===== config.mk =====
export PLATFORM = sky130hd
export DESIGN_NAME = role_dealer_flat
export DESIGN_NICKNAME = d
export VERILOG_FILES = /design/src/rtl/role_dealer_if.sv /design/src/rtl/role_dealer.sv /design/src/flat_wrapper.sv
export SDC_FILE = /design/constraint.sdc
export NUM_CORES = 1
export LEC_CHECK = 0
export BUFFER_PORTS_ARGS = -buffer_cell sky130_fd_sc_hd__clkbuf_2
export CAP_MARGIN = 20
export CORE_UTILIZATION = 49
export CTS_BUF_LIST = sky130_fd_sc_hd__clkbuf_16
export CTS_CLUSTER_DIAMETER = 40
export DETAILED_ROUTE_END_ITERATION = 7
export GPL_TIMING_DRIVEN = 0
export PLACE_DENSITY_LB_ADDON = 0.12
export SYNTH_ARGS = -nofsm -noshare
export SYNTH_HDL_FRONTEND = slang
export SYNTH_SLANG_ARGS = --single-unit

===== constraint.sdc =====
create_clock -name clk_i -period 3.65 [get_ports clk_i]
set_clock_uncertainty 0.05 [all_clocks]
set_input_delay 0.5475 -clock clk_i [delete_from_list [all_inputs] [get_ports clk_i]]
set_output_delay 0.5475 -clock clk_i [all_outputs]
set_load 0.01 [all_outputs]

===== src/rtl/role_dealer_if.sv =====
// ============================================================================
//  Module   : role_dealer_if
//  Purpose  : Bundles the role dealer's handshake, seed-ROM and result
//             signals so the dealer and its client connect with one port.
//  Ports    : (interface signals)
//             start, ack          client -> dealer command pulses
//             rom_address         dealer -> seed ROM read address
//             rom_data            seed ROM -> dealer (registered, 1-cycle)
//             reveal_*            per-player reveal channel
//             roles, wolf_id,
//             doctor_id           published deal result
//             busy, ready, error  deal status
//  Revision : 1.0  initial release
// ============================================================================
`default_nettype none

interface role_dealer_if #(
   parameter int NUM_PLAYERS = 5,
   parameter int NUM_SEEDS   = 20
);
   localparam int AW = $clog2(NUM_SEEDS);
   localparam int PW = $clog2(NUM_PLAYERS);
   localparam int RW = 2 * NUM_PLAYERS;

   logic          start;
   logic          ack;
   logic [AW-1:0] rom_address;
   logic [RW-1:0] rom_data;
   logic          reveal_valid;
   logic [PW-1:0] reveal_player;
   logic [1:0]    reveal_role;
   logic [RW-1:0] roles;
   logic [PW-1:0] wolf_id;
   logic [PW-1:0] doctor_id;
   logic          busy;
   logic          ready;
   logic          error;

   // Client side: issues commands, models the ROM, observes results.
   modport master (
      output start, ack, rom_data,
      input  rom_address, reveal_valid, reveal_player, reveal_role,
             roles, wolf_id, doctor_id, busy, ready, error
   );

   // Dealer side.
   modport slave (
      input  start, ack, rom_data,
      output rom_address, reveal_valid, reveal_player, reveal_role,
             roles, wolf_id, doctor_id, busy, ready, error
   );
endinterface

`default_nettype wire


===== src/rtl/role_dealer.sv =====
// ============================================================================
//  Module   : role_dealer
//  Purpose  : Game-start controller. On start it picks a seed index from a
//             free-running counter, reads the registered seed ROM, validates
//             the role word (falling back to DEFAULT_WORD), reveals each
//             player's role with a per-player ack, then publishes the role
//             word and the decoded wolf/doctor indices.
//  Ports    : clk_i   system clock, all logic on posedge
//             rst_i   synchronous active-high reset
//             bus     role_dealer_if.slave (commands, ROM, reveal, result)
//  Revision : 1.0  initial release
// ============================================================================
`default_nettype none

module role_dealer #(
   parameter int                         NUM_PLAYERS  = 5,
   parameter int                         NUM_SEEDS    = 20,
   parameter logic [2*NUM_PLAYERS-1:0]   DEFAULT_WORD = 10'b01_10_00_00_00
) (
   input  logic          clk_i,
   input  logic          rst_i,
   role_dealer_if.slave  bus
);
   localparam int AW = $clog2(NUM_SEEDS);
   localparam int PW = $clog2(NUM_PLAYERS);
   localparam int RW = 2 * NUM_PLAYERS;

   localparam logic [AW-1:0] LAST_SEED = AW'(NUM_SEEDS - 1);
   localparam logic [PW-1:0] LAST_P    = PW'(NUM_PLAYERS - 1);
   localparam logic [PW:0]   CNT_ONE   = (PW+1)'(1);

   typedef enum logic [2:0] {
      S_IDLE    = 3'd0,
      S_FETCH   = 3'd1,
      S_CAPTURE = 3'd2,
      S_REVEAL  = 3'd3,
      S_DONE    = 3'd4
   } state_t;

   // Player 0 occupies the most significant field of the word.
   function automatic logic [1:0] field_of(input logic [RW-1:0] w,
                                           input logic [PW-1:0] idx);
      logic [1:0] f;
      f = 2'b00;
      for (int i = 0; i < NUM_PLAYERS; i++) begin
         if (idx == PW'(i)) f = w[2*(NUM_PLAYERS-1-i) +: 2];
      end
      return f;
   endfunction

   state_t        state_q;
   logic [AW-1:0] seed_cnt_q;
   logic [AW-1:0] rom_address_q;
   logic          reveal_valid_q;
   logic [PW-1:0] reveal_player_q;
   logic [1:0]    reveal_role_q;
   logic [RW-1:0] roles_q;
   logic [PW-1:0] wolf_id_q;
   logic [PW-1:0] doctor_id_q;
   logic          busy_q;
   logic          ready_q;
   logic          error_q;

   // Validation of the incoming ROM word and decode of the word to latch.
   logic [PW:0]   wolf_cnt_d;
   logic [PW:0]   doc_cnt_d;
   logic          bad_field_d;
   logic          word_ok_d;
   logic [RW-1:0] roles_d;
   logic [PW-1:0] wolf_id_d;
   logic [PW-1:0] doctor_id_d;

   always_comb begin
      wolf_cnt_d  = '0;
      doc_cnt_d   = '0;
      bad_field_d = 1'b0;
      for (int i = 0; i < NUM_PLAYERS; i++) begin
         case (bus.rom_data[2*(NUM_PLAYERS-1-i) +: 2])
            2'b01:   wolf_cnt_d  = wolf_cnt_d + CNT_ONE;
            2'b10:   doc_cnt_d   = doc_cnt_d + CNT_ONE;
            2'b11:   bad_field_d = 1'b1;
            default: ;
         endcase
      end
      word_ok_d = (wolf_cnt_d == CNT_ONE) && (doc_cnt_d == CNT_ONE) && !bad_field_d;
      roles_d   = word_ok_d ? bus.rom_data : DEFAULT_WORD;

      // IDs come from the word actually latched, so the fallback decodes too.
      wolf_id_d   = '0;
      doctor_id_d = '0;
      for (int i = 0; i < NUM_PLAYERS; i++) begin
         if (roles_d[2*(NUM_PLAYERS-1-i) +: 2] == 2'b01) wolf_id_d   = PW'(i);
         if (roles_d[2*(NUM_PLAYERS-1-i) +: 2] == 2'b10) doctor_id_d = PW'(i);
      end
   end

   always_ff @(posedge clk_i) begin
      if (rst_i) begin
         state_q         <= S_IDLE;
         seed_cnt_q      <= '0;
         rom_address_q   <= '0;
         reveal_valid_q  <= 1'b0;
         reveal_player_q <= '0;
         reveal_role_q   <= 2'b00;
         roles_q         <= '0;
         wolf_id_q       <= '0;
         doctor_id_q     <= '0;
         busy_q          <= 1'b0;
         ready_q         <= 1'b0;
         error_q         <= 1'b0;
      end else begin
         // Free-running seed source; its phase at start picks the ROM entry.
         seed_cnt_q <= (seed_cnt_q == LAST_SEED) ? '0 : seed_cnt_q + 1'b1;

         case (state_q)
            S_IDLE, S_DONE: begin
               if (bus.start) begin
                  rom_address_q <= seed_cnt_q;
                  busy_q        <= 1'b1;
                  ready_q       <= 1'b0;
                  error_q       <= 1'b0;
                  state_q       <= S_FETCH;
               end
            end
            S_FETCH: begin
               state_q <= S_CAPTURE;
            end
            S_CAPTURE: begin
               roles_q         <= roles_d;
               error_q         <= !word_ok_d;
               wolf_id_q       <= wolf_id_d;
               doctor_id_q     <= doctor_id_d;
               reveal_valid_q  <= 1'b1;
               reveal_player_q <= '0;
               reveal_role_q   <= field_of(roles_d, '0);
               state_q         <= S_REVEAL;
            end
            S_REVEAL: begin
               if (bus.ack) begin
                  if (reveal_player_q != LAST_P) begin
                     reveal_player_q <= reveal_player_q + 1'b1;
                     reveal_role_q   <= field_of(roles_q, reveal_player_q + 1'b1);
                  end else begin
                     reveal_valid_q <= 1'b0;
                     busy_q         <= 1'b0;
                     ready_q        <= 1'b1;
                     state_q        <= S_DONE;
                  end
               end
            end
            default: state_q <= S_IDLE;
         endcase
      end
   end

   assign bus.rom_address   = rom_address_q;
   assign bus.reveal_valid  = reveal_valid_q;
   assign bus.reveal_player = reveal_player_q;
   assign bus.reveal_role   = reveal_role_q;
   assign bus.roles         = roles_q;
   assign bus.wolf_id       = wolf_id_q;
   assign bus.doctor_id     = doctor_id_q;
   assign bus.busy          = busy_q;
   assign bus.ready         = ready_q;
   assign bus.error         = error_q;

endmodule

`default_nettype wire

===== src/flat_wrapper.sv =====
// flat-port wrapper written by rule: the top's interface ports become plain ports
module role_dealer_flat 
#(
   parameter int                         NUM_PLAYERS  = 5,
   parameter int                         NUM_SEEDS    = 20,
   parameter logic [2*NUM_PLAYERS-1:0]   DEFAULT_WORD = 10'b01_10_00_00_00
)
  (clk_i, rst_i, bus_start, bus_ack, bus_rom_data, bus_rom_address, bus_reveal_valid, bus_reveal_player, bus_reveal_role, bus_roles, bus_wolf_id, bus_doctor_id, bus_busy, bus_ready, bus_error);
  role_dealer_if #(.NUM_PLAYERS(NUM_PLAYERS), .NUM_SEEDS(NUM_SEEDS)) bus_i ();
  input  logic clk_i;
  input  logic rst_i;
  input wire logic [$bits(bus_i.start)-1:0] bus_start;
  input wire logic [$bits(bus_i.ack)-1:0] bus_ack;
  input wire logic [$bits(bus_i.rom_data)-1:0] bus_rom_data;
  output wire logic [$bits(bus_i.rom_address)-1:0] bus_rom_address;
  output wire logic [$bits(bus_i.reveal_valid)-1:0] bus_reveal_valid;
  output wire logic [$bits(bus_i.reveal_player)-1:0] bus_reveal_player;
  output wire logic [$bits(bus_i.reveal_role)-1:0] bus_reveal_role;
  output wire logic [$bits(bus_i.roles)-1:0] bus_roles;
  output wire logic [$bits(bus_i.wolf_id)-1:0] bus_wolf_id;
  output wire logic [$bits(bus_i.doctor_id)-1:0] bus_doctor_id;
  output wire logic [$bits(bus_i.busy)-1:0] bus_busy;
  output wire logic [$bits(bus_i.ready)-1:0] bus_ready;
  output wire logic [$bits(bus_i.error)-1:0] bus_error;
  assign bus_i.start = bus_start;
  assign bus_i.ack = bus_ack;
  assign bus_i.rom_data = bus_rom_data;
  assign bus_rom_address = bus_i.rom_address;
  assign bus_reveal_valid = bus_i.reveal_valid;
  assign bus_reveal_player = bus_i.reveal_player;
  assign bus_reveal_role = bus_i.reveal_role;
  assign bus_roles = bus_i.roles;
  assign bus_wolf_id = bus_i.wolf_id;
  assign bus_doctor_id = bus_i.doctor_id;
  assign bus_busy = bus_i.busy;
  assign bus_ready = bus_i.ready;
  assign bus_error = bus_i.error;
  role_dealer #(.NUM_PLAYERS(NUM_PLAYERS), .NUM_SEEDS(NUM_SEEDS), .DEFAULT_WORD(DEFAULT_WORD)) u_core (.clk_i(clk_i), .rst_i(rst_i), .bus(bus_i));
endmodule

After elaboration in Yosys (flattened, before gate mapping)
Index checks and enable logic that the tools add are counted.
{"block": "totals", "register_bits": 38, "in_bits": 14, "elab_cells": 127}
{"block": "op_classes", "addsub": 10, "n_eq_ne": 39, "mux": 49, "n_reduce_logical": 17}
{"cell": "4-bit 2-to-1 mux", "n": 8}
{"cell": "2-bit equality test (second input constant)", "n": 14}
{"cell": "4-bit by 1-bit adder with 4-bit output (second input constant)", "n": 6}
{"cell": "2-bit 2-to-1 mux", "n": 11}
{"cell": "3-bit 2-to-1 mux", "n": 7}
{"cell": "2-bit by 1-bit equality test with 1-bit output (second input constant)", "n": 9}
{"cell": "1-bit 2-to-1 mux", "n": 15}
{"cell": "3-bit by 2-bit equality test with 1-bit output (second input constant)", "n": 4}
{"cell": "3-bit case mux with 4 select lines", "n": 1}
{"cell": "10-bit 2-to-1 mux", "n": 1}
{"cell": "3-bit AND reduction", "n": 3}
{"cell": "4-bit by 1-bit equality test with 1-bit output (second input constant)", "n": 2}
{"cell": "1-bit case mux with 2 select lines", "n": 4}
{"cell": "3-bit by 1-bit equality test with 1-bit output (second input constant)", "n": 2}
{"cell": "3-bit equality test (second input constant)", "n": 2}
{"cell": "3-bit zero test", "n": 2}
{"cell": "2-bit != test (second input constant)", "n": 3}
{"cell": "3-bit case mux with 2 select lines", "n": 1}
{"cell": "2-bit nonzero test", "n": 3}
{"cell": "5-bit by 1-bit adder with 5-bit output (second input constant)", "n": 1}
{"cell": "5-bit equality test (second input constant)", "n": 1}
{"cell": "1-bit by 1-bit adder with 2-bit output (second input constant)", "n": 2}
{"cell": "2-bit case mux with 2 select lines", "n": 1}
{"cell": "2-bit AND reduction", "n": 2}
{"cell": "7 further kinds", "n": 10}

Logic depth before layout (Yosys ltp)
Gate-level depths: netlist of the first run.
{"block": "depth", "word_depth": 19, "mapped_depth": 19, "depth_no_buf": 18}

Least setup slack after synthesis of the first run
No wires, ideal clock.
{"block": "synth_path", "path_kind": "input -> register", "startpoint": "input bus_rom_data[6]", "endpoint": "register u_core.roles_q[9], in the netlist u_core.bus.roles[9]", "t_arrival_ns": 3.324, "t_required_ns": 3.541, "slack_ns": 0.217, "stages": 14, "path_buffers": 1, "path_cell_list": "nand2b_1 inv_1 ha_1 xor2_4 ha_1 nand2_1 o21ai_0 ha_1 or2_2 o221a_4 nor3_4 nor3b_4 buf_6 a22o_1"}
{"block": "synth_via", "elab_chain_cells": 12, "word_cells_on_any_way": 27, "classes_between": "add/sub: 6; eq/ne: 5; mux: 13; reduce/logical: 3"}
{"element": "from (decl)", "line_no": "flat_wrapper.sv:14", "source": "input wire logic [$bits(bus_i.rom_data)-1:0] bus_rom_data;"}
{"element": "2-bit by 1-bit equality test with 1-bit output or 2-bit equality test (tied branches)", "line_no": "role_dealer.sv:78", "source": "case (bus.rom_data[2*(NUM_PLAYERS-1-i) +: 2])"}
{"element": "4-bit 2-to-1 mux", "line_no": "role_dealer.sv:78"}
{"element": "4-bit by 1-bit adder with 4-bit output (on tied branches)", "line_no": "role_dealer.sv:79, role_dealer.sv:80"}
{"element": "4-bit 2-to-1 mux", "line_no": "role_dealer.sv:78"}
{"element": "4-bit by 1-bit adder with 4-bit output (on tied branches)", "line_no": "role_dealer.sv:79, role_dealer.sv:80"}
{"element": "4-bit 2-to-1 mux", "line_no": "role_dealer.sv:78"}
{"element": "4-bit by 1-bit adder with 4-bit output (on tied branches)", "line_no": "role_dealer.sv:79, role_dealer.sv:80"}
{"element": "4-bit 2-to-1 mux", "line_no": "role_dealer.sv:78"}
{"element": "4-bit by 1-bit equality test with 1-bit output", "line_no": "role_dealer.sv:85", "source": "word_ok_d = (wolf_cnt_d == CNT_ONE) && (doc_cnt_d == CNT_ONE) && !bad_field_d;"}
{"element": "1-bit logical AND", "line_no": "role_dealer.sv:85"}
{"element": "1-bit logical AND *", "line_no": "role_dealer.sv:85"}
{"element": "10-bit 2-to-1 mux *", "line_no": "role_dealer.sv:86", "source": "roles_d = word_ok_d ? bus.rom_data : DEFAULT_WORD;"}
{"element": "to (signal assigned)", "line_no": "role_dealer.sv:129", "source": "roles_q <= roles_d;"}
{"element": "to (decl)", "line_no": "role_dealer.sv:57", "source": "logic [RW-1:0] roles_q;"}
Every way passes the cells marked *; elsewhere a longest branch is shown, timed or not.
A chain may end at the register's enable or synchronous reset.

Final worst setup path of the first run
{"block": "layout_path", "startpoint": "input bus_rom_data[6]", "endpoint": "register u_core.wolf_id_q[1], in the netlist u_core.bus.wolf_id[1]"}
{"block": "layout_via", "elab_chain_cells": 16, "word_cells_on_any_way": 33, "classes_between": "add/sub: 6; eq/ne: 8; mux: 16; reduce/logical: 3"}
{"element": "2-bit by 1-bit equality test with 1-bit output or 2-bit equality test (tied branches)", "line_no": "role_dealer.sv:78"}
{"element": "4-bit 2-to-1 mux", "line_no": "role_dealer.sv:78"}
{"element": "4-bit by 1-bit adder with 4-bit output (on tied branches)", "line_no": "role_dealer.sv:79, role_dealer.sv:80"}
{"element": "4-bit 2-to-1 mux", "line_no": "role_dealer.sv:78"}
{"element": "4-bit by 1-bit adder with 4-bit output (on tied branches)", "line_no": "role_dealer.sv:79, role_dealer.sv:80"}
{"element": "4-bit 2-to-1 mux", "line_no": "role_dealer.sv:78"}
{"element": "4-bit by 1-bit adder with 4-bit output (on tied branches)", "line_no": "role_dealer.sv:79, role_dealer.sv:80"}
{"element": "4-bit 2-to-1 mux", "line_no": "role_dealer.sv:78"}
{"element": "4-bit by 1-bit equality test with 1-bit output", "line_no": "role_dealer.sv:85"}
{"element": "1-bit logical AND", "line_no": "role_dealer.sv:85"}
{"element": "1-bit logical AND *", "line_no": "role_dealer.sv:85"}
{"element": "10-bit 2-to-1 mux *", "line_no": "role_dealer.sv:86"}
{"element": "2-bit by 1-bit equality test with 1-bit output", "line_no": "role_dealer.sv:92", "source": "if (roles_d[2*(NUM_PLAYERS-1-i) +: 2] == 2'b01) wolf_id_d = PW'(i);"}
{"element": "2-bit 2-to-1 mux (2 in series)", "line_no": "role_dealer.sv:92"}
{"element": "3-bit 2-to-1 mux *", "line_no": "role_dealer.sv:92"}
{"element": "to (signal assigned)", "line_no": "role_dealer.sv:131", "source": "wolf_id_q <= wolf_id_d;"}
{"element": "to (decl)", "line_no": "role_dealer.sv:58", "source": "logic [PW-1:0] wolf_id_q;"}
Marked as above.

==> run metrics, run 1 <==
1st-pass router iterations=4; I/O pin count=44; outcome=completed; critical path peak fanout=5; top-count cell post-synth=sky130_fd_sc_hd__dfxtp_1; area share of the largest cell type after synthesis=0.3543; remaining routing DRC violations=0; Hold Violations, Final=0; aggregate global-route resource usage=0.2256; part of the cycle the worst path needs=0.9533; post-route insts no fill=343; number of flops mapped to enable cells by yosys=0; top post-synthesis cells by count=sky130_fd_sc_hd__dfxtp_1 (38), sky130_fd_sc_hd__nand2_1 (25), sky130_fd_sc_hd__nor2_1 (22); final number of max-transition violations=0; layout overhead on the synthesized area=22.67%; post-synth net total=269; H-tree lvl count=2; path type of the worst setup path=input pin to register; worst voltage drop across the vdd grid=0.2862 mV; Setup crit end kind=register; portion of the post-synthesis area used by sequential elements=0.3543; Cell Pwr Density=450.3 nW/um^2; total negative slack=0 ns; data arrival at the endpoint of the critical path=3.65 ns; placed cell count=333; Starting Density=0.5217; number of distinct library cells after synthesis=49; drt first-iter violations=90; Max Freq=287.4 MHz; share of layout cells above drive strength 1=0.2321; clock latency at the later pin of the worst-skew pair=0.28 ns; primary flip-flop cell chosen by synthesis mapping=sky130_fd_sc_hd__dfxtp_1; data required time of the worst path=3.82 ns; global route total overflow=0; Post-layout nets=321; critical path startpoint category=input pin; total clock buffers created by CTS=5; first-pass GRT wire length=7741 um; Die W=68.20 um; Inserted Diodes=0; leakage power total=1.138 nW; Hold Path Class=register to register; root buffer cell=sky130_fd_sc_hd__clkbuf_16; Sinks on Clock Net=38; time the worst path needs with I/O delays and setup=3.479 ns; total core area=4115 um^2; largest net degree at the start of global routing=14; cell taking the most area after synthesis=sky130_fd_sc_hd__dfxtp_1; r2r startpoint=u_core.bus.reveal_player[0]; CP Launch Point=bus_rom_data[6]; average wire per cell in the routed design=13.90 um; Yosys reg bits=38; synthesized area=2147 um^2; post-detailed-placement half-perimeter wirelength=3565 um; num rows=23; number of filler instances in the final layout=381; hold path startpoint=u_core.bus.rom_address[0]; Worst-Margin Slew=0.4665 ns; die outline area=4651 um^2; Vias/cell=5.589; routability cong.=0.7999; average size of a mapped cell=8.946 um^2; power after layout=1.186 mW; FFs w/ async S/R, synth=0; Max-slew headroom=0.6890; sequential standard cell area=760.7 um^2; clock-pin slew reported for the worst setup and hold paths after clock tree synthesis=0.06 ns; count of buffers inserted at the top-level ports=43; number of nets with antenna violations after detailed routing=0; maximum buffer depth of the clock tree=2; vias in the first global route=1690; combined area of the multi-input logic cells=1291 um^2; clock tree from TritonCTS=yes; DR vias=1917; cell types occupying the most area after synthesis=sky130_fd_sc_hd__dfxtp_1 (35%), sky130_fd_sc_hd__ha_1 (8.7%), sky130_fd_sc_hd__a22o_1 (4.5%); number of antenna violations at the first check in global routing=0; Yosys Warn Count=0; setup repair after global routing missed its margin=false; worst hold slack=0.4026 ns; number of failing setup endpoints in the final timing report=0; number of max-capacitance violations reported=0; post-synthesis instance total=240; total length of routed wires=4767 um; Die H=68.20 um
worst max-delay path, cell delays in order:
cell,delay [ns]
sky130_fd_sc_hd__clkbuf_2,0.12
sky130_fd_sc_hd__nand2b_1,0.17
sky130_fd_sc_hd__inv_1,0.06
sky130_fd_sc_hd__ha_1,0.35
sky130_fd_sc_hd__xor2_4,0.23
sky130_fd_sc_hd__ha_1,0.34
sky130_fd_sc_hd__nand2_1,0.07
sky130_fd_sc_hd__o21ai_0,0.08
sky130_fd_sc_hd__ha_1,0.28
sky130_fd_sc_hd__or2_2,0.30
sky130_fd_sc_hd__o221a_4,0.28
sky130_fd_sc_hd__nor3_4,0.27
sky130_fd_sc_hd__nor3b_4,0.25
sky130_fd_sc_hd__buf_4,0.16
sky130_fd_sc_hd__a32o_1,0.15
what timing repair did:
action                     in CTS  in global routing
setup endpoints to repair       0                 13
buffers inserted                0                  2
gates resized for setup         0                  1
hold buffers                    0                  0
worst paths after layout:
check | slack [ns] | cells after the start | end
hold / removal | 0.40 | 2 | u_core.bus.rom_address[0]
hold reg to reg | 0.40 | 2 | u_core.bus.rom_address[0]
setup reg to reg | 1.50 | 9 | u_core.bus.reveal_role[1]
setup / recovery | 0.17 | 15 | u_core.bus.wolf_id[1]
final cells by class:
cell class / instances / share of cell area
clock buffer: 5 / 0.04751
sequential: 38 / 0.2888
clock inverter: 3 / 0.02613
multi-input combinational: 179 / 0.4903
tap: 50 / 0.02375
buffer: 6 / 0.01188
timing repair buffer: 45 / 0.08741
inverter: 17 / 0.02423
power breakdown:
| part | switching [mW] | leakage [nW] | internal, mW |
|---|---|---|---|
| clock | 0.170 | 0.0940 | 0.392 |
| sequential | 0.0121 | 0.309 | 0.431 |
| combinational | 0.106 | 0.736 | 0.0744 |
| total | 0.288 | 1.14 | 0.898 |
metrics by stage:
stage               instance area (um^2)  setup slack, ns  utilization
CTS                                 2619          0.07303       0.6364
floorplan                           2147           0.2175            -
global route                        2634       0.00006928       0.6400
detailed placement                  2425          -0.1925       0.5892
finish                              2634           0.1706       0.6400
global placement                    2425          -0.1738       0.5892
sequential cells by signal, indices dropped and copies added, names as in the netlist:
signal                    count
u_core.bus.doctor_id          3
u_core.bus.busy               1
u_core.bus.error              1
u_core.seed_cnt_q             5
u_core.state_q                3
u_core.bus.wolf_id            3
u_core.bus.reveal_player      3
u_core.bus.roles             10
u_core.bus.ready              1
u_core.bus.reveal_valid       1
u_core.bus.rom_address        5
u_core.bus.reveal_role        2
kinds of logic after synthesis:
group,count (synthesis),share of synthesized area
DFF,38,0.3543
adders and majority gates,15,0.08741
muxes,2,0.009324
xor gates and xnor gates,8,0.05361
AOI/OAI and AO/OA,66,0.2273
and+or+nand+nor,88,0.2238
buffers and inverters,23,0.04428
routing by layer:
layer  vias to the layer above  GRT usage  part of all wire
li1                        978          -                 -
met4                         0    0.08333             0.015
met3                         9    0.04667             0.030
met1                       890     0.2927              0.50
met5                         -          0                 0
met2                        40     0.3652              0.46
cells in the final DEF, fill, tap and decap left out, drive strengths merged, types with 6 or more instances in the layout:
cell,synthesis,final
nor2,22,22
clkbuf,4,52
o21ai,11,11
inv,17,17
nand3b,7,7
a22o,11,11
dfxtp,38,38
a21oi,19,19
ha,15,15
nand2b,6,6
nand2,25,25
No activity file was read; power rests on OpenSTA's default activity.
==> run 2: changes to the inputs <==
- CORE_ASPECT_RATIO: not set -> 1.2
- GPL_ROUTABILITY_DRIVEN: not set -> 0
- PLACE_DENSITY_LB_ADDON: 0.12 -> 0.25
==> run metrics, run 2 (synthesized netlist as in run 1, its figures left out) <==
setup repair after global routing missed its margin=false; Vias/cell=5.507; power after layout=1.040 mW; 1st-pass router iterations=4; fraction of power consumed by combinational cells=0.172; number of max-capacitance violations reported=0; worst voltage drop across the vdd grid=0.1939 mV; clock latency at the later pin of the worst-skew pair=0.28 ns; post-detailed-placement half-perimeter wirelength=3633 um; relative contribution of the clock network to total power=0.401; remaining routing DRC violations=0; drt first-iter violations=167; worst setup margin=0.1945 ns; final number of max-transition violations=0; worst-path cell chain=clkbuf_2, nand2b_1, inv_1, ha_1, xor2_4, ha_1, nand2_1, o21ai_0, ha_1, or2_2, o221a_4, nor3_4, nor3b_4, buf_4, a32o_1; standard cell area after detailed placement=2432 um^2; clock-pin slew reported for the worst setup and hold paths after clock tree synthesis=0.06 ns; worst-path cell with the longest stage delay=sky130_fd_sc_hd__ha_1; commonest cells after routing, fill and taps aside=sky130_fd_sc_hd__clkbuf_2 (43), sky130_fd_sc_hd__dfxtp_1 (38), sky130_fd_sc_hd__nand2_1 (25); placed cell count=339; Max Freq=289.4 MHz; Die H=74.51 um; vias in the first global route=1688; average wire per cell in the routed design=13.60 um; number of antenna violations at the first check in global routing=0; Setup Slack @ Placement=-0.2373 ns; critical path buffer and inverter count=3; Crit path top cell by count=sky130_fd_sc_hd__ha_1; maximum buffer depth of the clock tree=2; number of filler instances in the final layout=402; post-route design area=2604 um^2; path type of the worst setup path=input pin to register; share of layout cells above drive strength 1=0.2339; internal power=0.7554 mW; Hold Violations, Final=0; first-pass GRT wire length=7762 um; Hold Path Class=register to register; Starting Density=0.5077; layout overhead on the synthesized area=21.27%; time the worst path needs with I/O delays and setup=3.455 ns; CTS hold repair buffers=0; data required time of the worst path=3.82 ns; post-route insts no fill=351; leakage power total=1.123 nW; critical path peak fanout=4; commonest non-fill, non-tap cell in the layout=sky130_fd_sc_hd__clkbuf_2; sw frac=0.2737; Post-layout nets=323; cell class contributing the biggest share of worst-path delay=simple AND/OR/NAND/NOR gates; I/O pin count=44; data arrival at the endpoint of the critical path=3.63 ns; die outline area=4651 um^2; fraction of power consumed by sequential logic=0.427; total clock buffers created by CTS=5; root buffer cell=sky130_fd_sc_hd__clkbuf_16; part of the cycle the worst path needs=0.9467; global route total overflow=0; biggest cell delay along the critical path=0.36 ns; number of failing setup endpoints in the final timing report=0; number of nets with antenna violations after detailed routing=0; outcome=completed; total length of routed wires=4772 um; critical path startpoint category=input pin; Cell Pwr Density=399.4 nW/um^2; clock tree from TritonCTS=yes; total core area=4229 um^2; H-tree lvl count=2; Inserted Diodes=0; count of buffers inserted at the top-level ports=43; Setup crit end kind=register; switching power=0.2847 mW; Die W=62.43 um; num rows=26; Sinks on Clock Net=38; Worst-Margin Slew=0.4832 ns; DR vias=1933; aggregate global-route resource usage=0.2147; utilization of the core after routing=0.6157; max FFs per register=10; Max-slew headroom=0.6779; largest net degree at the start of global routing=13
run 2: cell count changes in the layout (fill, tap and decap cells not counted):
| cell | delta |
|---|---|
| sky130_fd_sc_hd__bufinv_16 | -2 |
| sky130_fd_sc_hd__buf_4 | +2 |
| sky130_fd_sc_hd__clkinvlp_4 | +1 |
| sky130_fd_sc_hd__clkinv_2 | +1 |
| sky130_fd_sc_hd__clkinv_1 | +1 |
| sky130_fd_sc_hd__clkinv_4 | -1 |
run 2: metrics by stage:
step	hold WS (ns)	setup TNS [ns]
2_1_floorplan	0.3799	0
5_1_grt	0.4212	0
6_report	0.4012	0
3_5_place_dp	0.3974	-2.585
4_1_cts	0.4056	0
3_3_place_gp	0.3934	-1.785
run 2: worst paths after layout:
kind,startpoint,end,slack (ns),cells after the start
worst max-delay path,bus_rom_data[6],u_core.bus.wolf_id[0],0.19,15
worst min-delay path,u_core.bus.rom_address[1],u_core.bus.rom_address[1],0.40,2
worst max register to register,u_core.bus.reveal_player[0],u_core.bus.reveal_role[1],1.50,9
worst min register to register,u_core.bus.rom_address[1],u_core.bus.rom_address[1],0.40,2
run 2: per-layer routing:
metal	routed length (um)	vias to the layer above	track usage	part of all wire
met5	0	-	0	0
met3	276	5	0.04908	0.058
met2	2256	58	0.3647	0.47
met4	63	0	0.07752	0.013
met1	2176	897	0.2689	0.46
li1	-	973	-	-
run 2: what timing repair did:
| item | in CTS | in global routing |
|---|---|---|
| setup endpoints to repair | 0 | 13 |
| gates resized for setup | 0 | 1 |
| setup buffers | 0 | 4 |
run 2: layout make-up:
| class | instances | area, um^2 | area share |
|---|---|---|---|
| clock inverters | 3 | 16.27 | 0.006247 |
| multi-input cells | 179 | 1291 | 0.4959 |
| flip-flops and latches | 38 | 760.7 | 0.2922 |
| inverters | 17 | 63.81 | 0.02451 |
| clock buffers | 5 | 125.1 | 0.04805 |
| well taps | 56 | 70.07 | 0.02691 |
| plain buffers | 6 | 31.28 | 0.01201 |
| repair buffers | 47 | 245.2 | 0.09419 |
run 2: worst reg2reg max path, cell delays in order, from the launching register on:
cell and delay (ns):
sky130_fd_sc_hd__dfxtp_1 0.36, sky130_fd_sc_hd__ha_1 0.24, sky130_fd_sc_hd__ha_1 0.37, sky130_fd_sc_hd__nand2_1 0.13, sky130_fd_sc_hd__o21ai_0 0.08, sky130_fd_sc_hd__a221oi_1 0.24, sky130_fd_sc_hd__a31oi_1 0.06, sky130_fd_sc_hd__o21ai_0 0.17
sky130_fd_sc_hd__a21oi_1 0.09, sky130_fd_sc_hd__a221oi_1 0.27
run 2: power groups by stage:
stage / Combinational [mW] / Sequential [mW] / Clock (mW)
floorplan: 0.123 / 0.455 / 0
global placement: 0.174 / 0.453 / 0
detailed placement: 0.178 / 0.453 / 0
CTS: 0.178 / 0.444 / 0.422
global route: 0.200 / 0.446 / 0.439
finish: 0.179 / 0.444 / 0.417
==> run 3: changes to the inputs <==
==> constraint.sdc (replaced) <==
create_clock -name clk_i -period 3.65 [get_ports clk_i]
set_clock_uncertainty 0.05 [all_clocks]
set_input_delay 0.1825 -clock clk_i [delete_from_list [all_inputs] [get_ports clk_i]]
set_output_delay 0.1825 -clock clk_i [all_outputs]
set_load 0.01 [all_outputs]
==> run metrics, run 3 (synthesized netlist as in run 1, its figures left out) <==
count of buffers inserted at the top-level ports=43; total length of routed wires=4729 um; outcome=completed; critical path startpoint category=input pin; data arrival at the endpoint of the critical path=3.41 ns; clock tree from TritonCTS=yes; Sinks on Clock Net=38; leakage power total=1.103 nW; data required time of the worst path=3.83 ns; number of antenna violations at the first check in global routing=0; utilization of the core after routing=0.6086; commonest non-fill, non-tap cell in the layout=sky130_fd_sc_hd__clkbuf_2; number of max-capacitance violations reported=0; Hold Violations, Final=0; largest net degree at the start of global routing=13; total met2 wirelength after detailed routing=2258 um; routed length on met1=2166 um; commonest cells after routing, fill and taps aside=sky130_fd_sc_hd__clkbuf_2 (43), sky130_fd_sc_hd__dfxtp_1 (38), sky130_fd_sc_hd__nand2_1 (25); number of nets with antenna violations after detailed routing=0; share of layout cells above drive strength 1=0.2234; Cell Pwr Density=403.9 nW/um^2; worst hold slack=0.1190 ns; maximum buffer depth of the clock tree=2; placed cell count=339; time the worst path needs with I/O delays and setup=3.236 ns; Vias/cell=5.438; Max Freq=309.1 MHz; drt first-iter violations=164; Max Used Layer=met4; number of filler instances in the final layout=404; clock latency at the later pin of the worst-skew pair=0.29 ns; post-detailed-placement half-perimeter wirelength=3633 um; root buffer cell=sky130_fd_sc_hd__clkbuf_16; worst-path cell with the longest stage delay=sky130_fd_sc_hd__ha_1; clock-pin slew reported for the worst setup and hold paths after clock tree synthesis=0.05 ns; layout overhead on the synthesized area=19.87%; total core area=4229 um^2; Die H=74.51 um; Setup Slack @ Placement=0.1277 ns; total negative slack=0 ns; average wire per cell in the routed design=13.63 um; part of the cycle the worst path needs=0.8865; number of failing setup endpoints in the final timing report=0; Post-layout nets=319; biggest cell delay along the critical path=0.36 ns; Worst R2R Setup Slack=1.49 ns; Hold Path Class=input pin to register; I/O pin count=44; Worst-Margin Slew=0.5055 ns; Setup crit end kind=register; first-pass GRT wire length=7762 um; Max-slew headroom=0.6630; Die W=62.43 um; total clock buffers created by CTS=5; num rows=26; worst-path cell chain=clkbuf_2, nand2b_1, inv_1, ha_1, xor2_4, ha_1, nand2_1, o21ai_0, ha_1, or2_2, o221a_4, nor3_4, nor3b_4, buf_6, a22o_1; Inserted Diodes=0; worst setup margin=0.4144 ns; critical path peak fanout=10; Starting Density=0.5077; aggregate global-route resource usage=0.2147; 1st-pass router iterations=4; Crit path top cell by count=sky130_fd_sc_hd__ha_1; power after layout=1.040 mW; global route total overflow=0; worst voltage drop across the vdd grid=0.1965 mV; H-tree lvl count=2; vias in the first global route=1688; post-route design area=2574 um^2; setup repair after global routing missed its margin=false; met3 wire length=242 um; CTS hold repair buffers=0; max FFs per register=10; remaining routing DRC violations=0; post-CTS setup repair buffer count=0; total of cells resized after clock tree synthesis=0; standard cell area after detailed placement=2432 um^2; DR vias=1887; die outline area=4651 um^2; post-route insts no fill=347; path type of the worst setup path=input pin to register; final number of max-transition violations=0
==> run 3: metal layers <==
layer | GRT usage | vias up
li1 | - | 967
met3 | 0.04908 | 5
met5 | 0 | -
met1 | 0.2689 | 865
met4 | 0.07752 | 0
met2 | 0.3647 | 50
==> run 3: where the power goes <==
group	internal [mW]	switching [mW]	total [mW]
Combinational	0.0738	0.104	0.178
Clock	0.249	0.168	0.417
Sequential	0.431	0.0125	0.444
Total	0.754	0.285	1.04
==> run 3: area by class of cell <==
class                           count  area [um^2]  area share
Multi-Input combinational cell    179         1291      0.5017
Sequential cell                    38        760.7      0.2956
Timing Repair Buffer               43        215.2     0.08362
Clock buffer                        5        125.1     0.04861
Tap cell                           56        70.07     0.02722
Inverter                           17        63.81     0.02479
Buffer                              6        31.28     0.01215
Clock inverter                      3        16.27    0.006320
==> run 3: worst max-delay path: cells and delay by family <==
family,cells,cell delay (ns)
AO/OA/AOI/OAI,3,0.48
buffers and inverters,3,0.36
adder cells (fa/ha/maj),3,0.97
AND/OR/NAND/NOR,5,1.19
XOR/XNOR,1,0.23
==> run 3: worst paths after layout <==
path                                    start                         to  depth (start not counted)
setup / recovery              bus_rom_data[6]        u_core.bus.roles[4]                         15
hold / removal                bus_rom_data[6]        u_core.bus.roles[6]                          2
setup reg to reg  u_core.bus.reveal_player[0]  u_core.bus.reveal_role[1]                          9
hold reg to reg     u_core.bus.rom_address[1]  u_core.bus.rom_address[1]                          2
